===== src/rtl/rob.sv =====
// Reorder buffer: in-order allocate, out-of-order complete, in-order retire of one entry per cycle.
// Latency: alloc at edge N, complete at N+1, registered retire/free pulse after edge N+2.
// Backpressure: alloc_ready drops when all entries are occupied; a blocked alloc changes no state.
module rob #(
    parameter int ROB_DEPTH  = 16,
    parameter int IDX_WIDTH  = 4,
    parameter int PREG_WIDTH = 6,
    parameter int AREG_WIDTH = 5,
    parameter int PC_WIDTH   = 12
) (
    input  logic                  clk,
    input  logic                  rst,
    input  logic                  alloc_valid,
    input  logic                  alloc_reg_write,
    input  logic [AREG_WIDTH-1:0] alloc_rd,
    input  logic [PREG_WIDTH-1:0] alloc_prd,
    input  logic [PREG_WIDTH-1:0] alloc_old_prd,
    input  logic [PC_WIDTH-1:0]   alloc_pc,
    output logic                  alloc_ready,
    output logic [IDX_WIDTH-1:0]  alloc_idx,
    input  logic                  cmpl_valid,
    input  logic [IDX_WIDTH-1:0]  cmpl_idx,
    output logic                  retire_valid,
    output logic [AREG_WIDTH-1:0] retire_rd,
    output logic [PREG_WIDTH-1:0] retire_prd,
    output logic [PC_WIDTH-1:0]   retire_pc,
    output logic                  push_free_reg,
    output logic [PREG_WIDTH-1:0] freed_reg,
    output logic [IDX_WIDTH:0]    count,
    output logic                  empty,
    output logic                  full
);

    typedef struct packed {
        logic                  reg_write;
        logic [AREG_WIDTH-1:0] rd;
        logic [PREG_WIDTH-1:0] prd;
        logic [PREG_WIDTH-1:0] old_prd;
        logic [PC_WIDTH-1:0]   pc;
    } entry_t;

    entry_t                ent_q [ROB_DEPTH];
    entry_t                ent_d [ROB_DEPTH];
    logic [ROB_DEPTH-1:0]  valid_q, valid_d;
    logic [ROB_DEPTH-1:0]  done_q, done_d;
    logic [IDX_WIDTH-1:0]  head_q, head_d;
    logic [IDX_WIDTH-1:0]  tail_q, tail_d;
    logic [IDX_WIDTH:0]    count_q, count_d;

    logic                  retire_valid_q, retire_valid_d;
    logic [AREG_WIDTH-1:0] retire_rd_q, retire_rd_d;
    logic [PREG_WIDTH-1:0] retire_prd_q, retire_prd_d;
    logic [PC_WIDTH-1:0]   retire_pc_q, retire_pc_d;
    logic                  push_free_reg_q, push_free_reg_d;
    logic [PREG_WIDTH-1:0] freed_reg_q, freed_reg_d;

    logic   full_w;
    logic   do_alloc;
    logic   do_retire;
    entry_t head_ent;

    assign full_w    = (count_q == (IDX_WIDTH+1)'(ROB_DEPTH));
    assign do_alloc  = alloc_valid && !full_w;
    assign do_retire = valid_q[head_q] && done_q[head_q];
    assign head_ent  = ent_q[head_q];

    always_comb begin
        ent_d           = ent_q;
        valid_d         = valid_q;
        done_d          = done_q;
        head_d          = head_q;
        tail_d          = tail_q;
        count_d         = count_q;
        retire_valid_d  = 1'b0;
        retire_rd_d     = '0;
        retire_prd_d    = '0;
        retire_pc_d     = '0;
        push_free_reg_d = 1'b0;
        freed_reg_d     = '0;

        if (cmpl_valid && valid_q[cmpl_idx]) begin
            done_d[cmpl_idx] = 1'b1;
        end

        // Retire looks only at registered done, so a head completing this edge waits one cycle.
        if (do_retire) begin
            valid_d[head_q] = 1'b0;
            done_d[head_q]  = 1'b0;
            head_d          = head_q + IDX_WIDTH'(1);
            retire_valid_d  = 1'b1;
            retire_rd_d     = head_ent.rd;
            retire_prd_d    = head_ent.prd;
            retire_pc_d     = head_ent.pc;
            push_free_reg_d = head_ent.reg_write && (head_ent.rd != '0);
            freed_reg_d     = head_ent.old_prd;
        end

        if (do_alloc) begin
            ent_d[tail_q] = '{reg_write: alloc_reg_write, rd: alloc_rd, prd: alloc_prd,
                              old_prd: alloc_old_prd, pc: alloc_pc};
            valid_d[tail_q] = 1'b1;
            done_d[tail_q]  = 1'b0;
            tail_d          = tail_q + IDX_WIDTH'(1);
        end

        count_d = count_q + (IDX_WIDTH+1)'(do_alloc) - (IDX_WIDTH+1)'(do_retire);
    end

    always_ff @(posedge clk) begin
        if (rst) begin
            valid_q         <= '0;
            done_q          <= '0;
            head_q          <= '0;
            tail_q          <= '0;
            count_q         <= '0;
            retire_valid_q  <= 1'b0;
            retire_rd_q     <= '0;
            retire_prd_q    <= '0;
            retire_pc_q     <= '0;
            push_free_reg_q <= 1'b0;
            freed_reg_q     <= '0;
        end else begin
            valid_q         <= valid_d;
            done_q          <= done_d;
            head_q          <= head_d;
            tail_q          <= tail_d;
            count_q         <= count_d;
            retire_valid_q  <= retire_valid_d;
            retire_rd_q     <= retire_rd_d;
            retire_prd_q    <= retire_prd_d;
            retire_pc_q     <= retire_pc_d;
            push_free_reg_q <= push_free_reg_d;
            freed_reg_q     <= freed_reg_d;
        end
    end

    // Payload is qualified by valid, so it needs no reset.
    always_ff @(posedge clk) begin
        ent_q <= ent_d;
    end

    assign alloc_ready   = !full_w;
    assign alloc_idx     = tail_q;
    assign count         = count_q;
    assign empty         = (count_q == '0);
    assign full          = full_w;
    assign retire_valid  = retire_valid_q;
    assign retire_rd     = retire_rd_q;
    assign retire_prd    = retire_prd_q;
    assign retire_pc     = retire_pc_q;
    assign push_free_reg = push_free_reg_q;
    assign freed_reg     = freed_reg_q;

endmodule


===== config.mk =====
export PLATFORM = sky130hd
export DESIGN_NAME = rob
export DESIGN_NICKNAME = d
export VERILOG_FILES = /design/src/rtl/rob.sv
export SDC_FILE = /design/constraint.sdc
export NUM_CORES = 1
export LEC_CHECK = 0
export ABC_CLOCK_PERIOD_IN_PS = 4100
export CORE_UTILIZATION = 55
export CTS_CLUSTER_SIZE = 40
export DETAILED_ROUTE_END_ITERATION = 10
export GPL_TIMING_DRIVEN = 0
export PLACE_DENSITY = 0.8
export SLEW_MARGIN = 25
export SYNTH_ARGS = -nofsm -noshare
export SYNTH_HDL_FRONTEND = slang
export SYNTH_SLANG_ARGS = --single-unit

===== constraint.sdc =====
create_clock -name clk -period 4.1 [get_ports clk]
set_input_delay 1.23 -clock clk [delete_from_list [all_inputs] [get_ports clk]]
set_output_delay 1.23 -clock clk [all_outputs]
set_load 0.02 [all_outputs]

# Word level (Yosys, flattened, before mapping)
# Index checks and enable logic that the tools add are counted.
# op_classes
add_sub_neg	4
magnitude_cmp	9
eq_ne	1
mux	24
bitwise_logic	10
n_reduce_logical	12
# op_table
cell	count
$bwmux 480	1
$bmux 30 s4	1
$demux 30 s4	1
$mux 30	3
$mux 16	5
$and 16x16->16	3
$not 16->16	2
$or 16x16->16	2
$lt 4x5->1 const B	3
$bmux 1 s4	3
$demux 1 s4	3
$ge 4x1->1 const B	3
$ge 5x5->1 const B	2
$not 4->5	2
$add 4x1->4 const B	2
$logic_and 1x1->1	8
$mux 1	7
$add 5x1->5	1
$eq 5x5->1 const B	1
$logic_not 5->1	1
$lt 5x1->1 const B	1
$reduce_bool 5->1	1
$sub 5x1->5	1
$reduce_or 2->1	1
2 further kinds	2
# word_totals
register_bits	556
inputBits	38
out_inout_bits	43
wordCells	151

# Longest topological paths before layout
# Gate-level depths: netlist of the first run.
# logic_depth
word_depth	10
mapped_depth	16
mapped_depth_nobuf	14

# Least setup slack after synthesis of the first run
# No wires, ideal clock.
# synth_timing
path_kind	in2reg
from	input port alloc_valid
to	register ent_q[360] in the netlist's numbering, enable pin
setup_ps	454
t_arrival_ps	3874
required_ps	3646
path_slack_ps	-229
path_stages	4
n_path_buf	1
path_cell_list	and2_1 -> clkbuf_1 -> nand2_1 -> nor3_1
# synth_between
elab_chain_cells	1
# synth_lines
element	line	source
from (decl)	13	input logic alloc_valid,
$logic_and 1x1->1	63	assign do_alloc = alloc_valid && !full_w;
to (signal assigned)	139	ent_q <= ent_d;
to (decl)	42	entry_t ent_q [ROB_DEPTH];
# Every way passes these cells.
# A chain may end at the register's enable or synchronous reset.

# Worst setup path after layout of the first run
# layout_timing
from	register head_q[3]
to	register count_q[4], in the netlist count[4]
# layout_between
elab_chain_cells	4
word_cells_on_any_way	6
classes_between	add/sub (1); mux (4); reduce/logical (1)
# layout_lines
element	line	source
from (decl)	46	logic [IDX_WIDTH-1:0] head_q, head_d;
from (signal assigned)	113	head_q <= '0;
from (signal assigned)	125	head_q <= head_d;
$bmux 1 s4	64	assign do_retire = valid_q[head_q] && done_q[head_q];
$mux 1 (not written as such)	64	
$logic_and 1x1->1 (*)	64	
named net do_retire	59	logic do_retire;
$sub 5x1->5 (*)	106	count_d = count_q + (IDX_WIDTH+1)'(do_alloc) - (IDX_WIDTH+1)'(do_retire);
to (signal assigned)	127	count_q <= count_d;
to (decl)	48	logic [IDX_WIDTH:0] count_q, count_d;
# Mark *: on every way through the listed nets, which the timed path passes. The rest lies on a longest branch. The select of a mux whose other input is x is not followed.

==> parameters.txt, run 1 <==
Parameter                              Value

Floorplanning
  Width of the die    199.4 microns
  Standard-cell rows    71
  Full die area    39750 sq um
  Total I/O pin count    81
  Overall die height    199.4 microns
  CORE AREA    38020 sq um
  Starting Density    56.35%

Logic synthesis
  Net count after synthesis    1088
  Sequential area share after synthesis    74.38%
  Post-Syn Instances    1035
  Netlist area before placement    21430 sq um
  Synth warnings    0
  #FFs+latches synth    556
  Number of distinct library cell variants in the gate-level netlist after synthesis    51
  Fraction of synthesis flops using an asynchronous set or reset pin    0%
  Number of enable-type register cells in the synthesized netlist    480
  Commonest register cell after synthesis    edfxtp_1
  Mean Syn Cell Area    20.70 sq um

Setup path
  Critical Path Sink Type    register
  CP delay by family, top    simple AND/OR/NAND/NOR gates
  Peak per-stage delay on the critical path    640 ps
  Critical path arrival    4010 ps
  CP max FO    10
  Type of the worst setup path    reg2reg
  Critical path required time    4520 ps
  Most used cell, CP    nor2_1
  Crit path launch type    register
  Sequence of cells on the critical path    buf_2, nor2_1, nand2_1, and4_1, nor2_1, ha_1, inv_1, ha_1, fa_1, a21oi_1, nor2_1, nor2_1, xnor2_1, nor2_1
  CP max stage cell    nor2_1
  Buffers plus inverters on the worst setup path    2

Clocking
  Post-CTS setup repair buffer count    0
  Num Clock Sinks    556
  CTS tree    yes
  Clock buffers created by TritonCTS    52
  Clock tree buffer depth    3
  H-Tree Level Count    2
  Post-CTS resize count    0
  Later-pin clock latency in the skew report    590 ps
  Hold-fix buffers, CTS    0
  Clk root buf    clkbuf_16
  Clock transition at path regs    70 ps

Finish
  Register with the most flip-flops    ent_q
  Final standard cell utilization of the core    66.07%
  P&R area growth vs syn    17.25%
  Number of flip-flops in the largest register    480
  Largest registers    ent_q (480), done_q (16), valid_q (16)
  Proportion of layout cells with a drive suffix above 1    25.63%
  Total Nets Final    1243
  Diode insertion count for antenna repair    0
  Most used cells in the layout excluding fill and tap cells    edfxtp_1 (480), mux4_2 (156), clkdlybuf4s50_1 (78)
  Commonest non-fill, non-tap cell in the layout    edfxtp_1

Detailed routing
  Antenna violation net count after detailed routing    0
  Total DRC errors in the routed layout    0
  Avg Vias per Cell    6.291
  Pre-antenna DRT Iters    5
  Routed wire length    48830 microns
  Routed via count    10972
  DRT iter0 DRCs    1122
  Post-DR wirelength/cell    28.00 microns

STA
  Hold_ws    470.7 ps
  Worst max-slew margin expressed relative to the limit    32.25%
  RSZ-0062 raised after global routing    no
  Final cycle utilization of the critical path    87.49%
  Setup Viol. Count Final    0
  Slew at the pin with the worst max-slew slack    1016 ps
  Min cycle time layout    3587 ps
  Final setup TNS    0 ps
  Fin. Hold Viols    0
  Post-Route Skew    31.50 ps
  Peak clock frequency supported by timing    278.8 MHz
  Count of final max-slew check failures    0

Power
  Leakage dissipation    7.906 nW
  Total power per unit cell area    465.6 nW/um^2
  Peak supply drop    0.2923 mV
  Total power draw    11.70 mW

Run
  Maximum capacitance violations    0

Placement
  HPWL reported at the end of detailed placement    30330 microns
  Port bufs    78
  Global placement routability congestion    0.9026

Global route
  Number of antenna violations at the first check in global routing    1
  Overall global routing resource usage    25.47%
  Vias in the first global route    11307
  Congestion Overflow GR    0
  First-pass GRT wire length    71200 microns
  Maximum number of pins on one net before global-route repair    19

Outcome
  Outcome    finished clean

Min path
  Type of the tightest min-delay check    reg2reg
-- per-stage QoR --
stage | instances | setup slack [ps] | instance area, sq um
CTS | 1744 | 598.8 | 25120
finish | 1744 | 513.0 | 25120
global placement | 1624 | -1792 | 22850
floorplan | 1035 | 541.6 | 21430
detailed placement | 1647 | 131.2 | 23500
global route | 1744 | 346.3 | 25120
-- synth_stat cells (all sizes together), types with 2 or more instances --
library cell	number	area share, %
a221oi	2	0.082
clkbuf	17	0.30
a22oi	7	0.25
buf	34	1.3
and3	5	0.15
a31o	2	0.082
nor4b	2	0.11
a21oi	21	0.49
nand4	3	0.088
mux2i	2	0.093
dfxtp	76	7.1
a31oi	15	0.44
and4	2	0.082
nand2	33	0.58
edfxtp	480	67
nand3	9	0.21
o21ai	2	0.047
nor4	2	0.058
xor2	2	0.082
ha	14	0.82
mux4	157	17
and2	6	0.18
or3b	9	0.37
a2bb2oi	3	0.12
a22o	2	0.082
nand3b	3	0.11
inv	17	0.30
nand2b	3	0.088
nor2	56	0.98
nor2b	32	0.93
xnor2	5	0.20
-- per-layer routing --
metal  part of all wire, %  GRT usage [%]  up-vias
li1                      -              -     4548
met1                    37          33.57     5666
met2                    51          43.04      631
met3                   8.4          4.186      125
met4                   3.3          9.443        2
met5                 0.035              0        -
-- worst min-delay path, delay by kind of cell (launching register included) --
family,cells,cell delay [ps]
AND/OR/NAND/NOR,1,70
AO/OA/AOI/OAI,1,40
flip-flops,1,330
-- area by class of cell --
class                      count  area [sq um]
timing repair buffer         101          1334
tap                          511         639.4
inverter                      17         63.81
buffer                        51         339.1
fill                        2436         12900
sequential                   556         15940
clock buffer                  75          1464
multi-input combinational    411          5191
clock inverter                22         155.1
-- cell families (layout without fill, tap and decap cells) --
| group | Yosys count | in the layout | synth area share, % |
|---|---|---|---|
| simple gates | 170 | 170 | 4.111 |
| mux | 159 | 159 | 16.61 |
| xor+xnor | 7 | 7 | 0.2862 |
| flops | 556 | 556 | 74.38 |
| compound gates | 60 | 60 | 1.834 |
| buf+inv | 68 | 266 | 1.869 |
| fa+ha+maj | 15 | 15 | 0.9110 |
-- path summary, 6_finish.rpt --
| kind | startpoint | endpoint | slack [ps] | depth (start not counted) |
|---|---|---|---|---|
| hold / removal | done_q[0] | done_q[0] | 470 | 2 |
| setup reg to reg | head_q[3] | count[4] | 510 | 14 |
| setup / recovery | head_q[3] | count[4] | 510 | 14 |
| hold reg to reg | done_q[0] | done_q[0] | 470 | 2 |
-- where the power goes --
group	internal [mW]	switching (mW)	total, mW
clock network	2.55	2.02	4.57
logic	0.337	0.422	0.759
registers	6.31	0.0590	6.37
No activity file was read; power rests on OpenSTA's default activity.
==> run 2: changes to the inputs <==
Settings changed: CORE_MARGIN set to 2, SETUP_SLACK_MARGIN set to 0.1.
==> run 2 against run 1 <==
Effect of this change:
- flip-flop and latch count stayed put
- sequential share of layout area fell by 0.59 points
- core utilization down 0.31 points
- largest power group unchanged
- maximum frequency up 1.1%
- critical path depth unchanged
- wire length rose by 5.4%
- largest cell class unchanged
- cell count up 0.92%
- die area is 2.0% higher
- first-iteration DRC count up 16%
- global-route usage is 0.59 points higher
- worst setup slack gained 41 ps
- sequential power barely moved
- critical endpoint unchanged
==> parameters.txt, run 2 (synthesized netlist as in run 1, its figures left out) <==
Parameter                              Value

Outcome
  Outcome    finished clean (unchanged)

Setup path
  CP max stage cell    dfxtp_1 (was nor2_1)
  Critical Path Sink Type    register (unchanged)
  Crit path launch type    register (unchanged)
  Most used cell, CP    nor2_1 (unchanged)
  Peak per-stage delay on the critical path    540 ps (was 640 ps)
  Worst r2r src    head_q[1] (was head_q[3])
  Critical path arrival    4010 ps (about the same)
  CP max FO    10 (unchanged)
  Type of the worst setup path    reg2reg (unchanged)
  Buffers plus inverters on the worst setup path    2 (unchanged)
  Sequence of cells on the critical path    buf_2, mux4_2, nand2_1, and4_1, nor2_1, ha_1, inv_1, ha_1, fa_1, a21oi_1, nor2_1, nor2_1, xnor2_1, nor2_1 (was buf_2, nor2_1, nand2_1, and4_1, nor2_1, ha_1, inv_1, ha_1, fa_1, a21oi_1, nor2_1, nor2_1, xnor2_1, nor2_1)
  Critical path required time    4560 ps (was 4520 ps)
  R2r setup slk    550 ps (was 510 ps)
  Length in cells of the worst reg-to-reg path    14 (unchanged)
  CP delay by family, top    adder cells (was simple AND/OR/NAND/NOR gates)
  Reg-to-reg endpoint    count[4] (unchanged)

Floorplanning
  Width of the die    201.4 microns (was 199.4 microns)
  Total I/O pin count    81 (unchanged)
  Overall die height    201.4 microns (was 199.4 microns)
  Standard-cell rows    72 (was 71)
  CORE AREA    38560 sq um (was 38020 sq um)
  Full die area    40550 sq um (was 39750 sq um)
  Starting Density    55.57% (was 56.35%)

Finish
  Most used cells in the layout excluding fill and tap cells    edfxtp_1 (480), mux4_2 (156), clkdlybuf4s50_1 (78) (unchanged)
  Final standard cell utilization of the core    65.76% (was 66.07%)
  Commonest non-fill, non-tap cell in the layout    edfxtp_1 (unchanged)
  Register with the most flip-flops    ent_q (unchanged)
  Number of flip-flops in the largest register    480 (unchanged)
  P&R area growth vs syn    18.34% (was 17.25%)
  Total Nets Final    1249 (was 1243)
  Proportion of layout cells with a drive suffix above 1    25.95% (was 25.63%)
  Largest registers    ent_q (480), done_q (16), valid_q (16) (unchanged)

Clocking
  Hold-fix buffers, CTS    0 (unchanged)
  Clock buffers created by TritonCTS    53 (was 52)
  CTS tree    yes (unchanged)
  Post-CTS setup repair buffer count    0 (unchanged)
  Clock transition at path regs    60 ps (was 70 ps)
  Num Clock Sinks    556 (unchanged)
  Later-pin clock latency in the skew report    590 ps (about the same)
  Post-CTS resize count    0 (unchanged)
  Clk root buf    clkbuf_16 (unchanged)
  H-Tree Level Count    2 (unchanged)
  Clock tree buffer depth    3 (unchanged)

Detailed routing
  Routed via count    11258 (was 10972)
  DRT iter0 DRCs    1299 (was 1122)
  Total DRC errors in the routed layout    0 (unchanged)
  Post-DR wirelength/cell    29.23 microns (was 28.00 microns)
  Routed wire length    51440 microns (was 48830 microns)
  Pre-antenna DRT Iters    5 (unchanged)
  Antenna violation net count after detailed routing    0 (unchanged)
  Avg Vias per Cell    6.397 (was 6.291)

Min path
  Hold Startpoint    done_q[6] (was done_q[0])
  Type of the tightest min-delay check    reg2reg (unchanged)
  Worst Hold Depth    2 (unchanged)
  Endpoint of the worst hold path    done_q[6] (was done_q[0])

Power
  Total power per unit cell area    471.2 nW/um^2 (was 465.6 nW/um^2)
  Leakage dissipation    7.993 nW (was 7.906 nW)
  Peak supply drop    0.3345 mV (was 0.2923 mV)

STA
  Count of final max-slew check failures    0 (unchanged)
  Worst max-slew margin expressed relative to the limit    30.45% (was 32.25%)
  Post-Route Skew    17.64 ps (was 31.50 ps)
  Hold_ws    483.0 ps (was 470.7 ps)
  Final worst slack    553.5 ps (was 513.0 ps)
  Slew at the pin with the worst max-slew slack    1043 ps (was 1016 ps)
  Final cycle utilization of the critical path    86.50% (was 87.49%)
  Peak clock frequency supported by timing    282.0 MHz (was 278.8 MHz)
  Min cycle time layout    3546 ps (was 3587 ps)
  RSZ-0062 raised after global routing    no (unchanged)
  Setup Viol. Count Final    0 (unchanged)
  Fin. Hold Viols    0 (unchanged)

Placement
  Global placement routability congestion    0.8690 (was 0.9026)
  Pre-CTS worst setup slack    105.8 ps (was 131.2 ps)
  Port bufs    78 (unchanged)
  HPWL reported at the end of detailed placement    30830 microns (was 30330 microns)

Global route
  Overall global routing resource usage    26.05% (was 25.47%)
  Vias in the first global route    11873 (was 11307)
  Number of antenna violations at the first check in global routing    1 (unchanged)
  Maximum number of pins on one net before global-route repair    21 (was 19)
  Congestion Overflow GR    0 (unchanged)
  First-pass GRT wire length    76850 microns (was 71200 microns)

Run
  Maximum capacitance violations    0 (unchanged)
[run 2: worst max path at each step]
stage	from	end	slack [ps]	depth (start not counted)
2_1_floorplan	alloc_valid	ent_q[240]	540	4
3_3_place_gp	alloc_valid	done_q[15]	-1780	6
3_5_place_dp	alloc_valid	count[4]	110	13
4_1_cts	head_q[1]	count[4]	600	14
5_1_grt	head_q[1]	count[4]	440	14
6_report	head_q[1]	count[4]	550	14
[run 2: layout make-up]
cell class / instances / area [sq um]
fillers: 2437 / 13200
clock inverters: 24 / 251.5
inverters: 17 / 63.81
repair buffers: 106 / 1469
flip-flops and latches: 556 / 15940
diodes: 1 / 2.502
well taps: 518 / 648.1
plain buffers: 51 / 339.1
multi-input cells: 411 / 5191
clock buffers: 76 / 1455
[run 2: per-layer routing]
metal  wire length, microns  share of wire (%)  GRT usage [%]  vias up
met5                      0                  0              0        -
met3                   4827                9.4          5.086      155
met1                  18680                 36          34.50     5823
met4                   2000                3.9          10.37        0
met2                  25930                 50          43.14      715
li1                       -                  -              -     4565
[run 2: stage by stage]
stage                     power [mW]  cell area (sq um)  std cells  TNS [ps]
after floorplan                6.887              21430       1035         0
after global placement         7.162              22860       1631   -539270
after detailed placement       7.235              23650       1659         0
after CTS                      11.99              25350       1759         0
after global routing           12.26              25350       1759         0
final                          11.95              25360       1760         0
[run 2: worst reg2reg max path, cell delays in order, from the launching register on]
cell	delay, ps
dfxtp_1	540
buf_2	430
mux4_2	420
nand2_1	120
and4_1	290
nor2_1	130
ha_1	300
inv_1	40
ha_1	200
fa_1	440
a21oi_1	160
nor2_1	50
nor2_1	120
xnor2_1	130
nor2_1	50
[run 2: where the power goes]
part | switching [mW] | internal [mW]
Sequential | 0.0613 | 6.31
Clock | 2.08 | 2.74
Combinational | 0.433 | 0.328
Total | 2.57 | 9.37
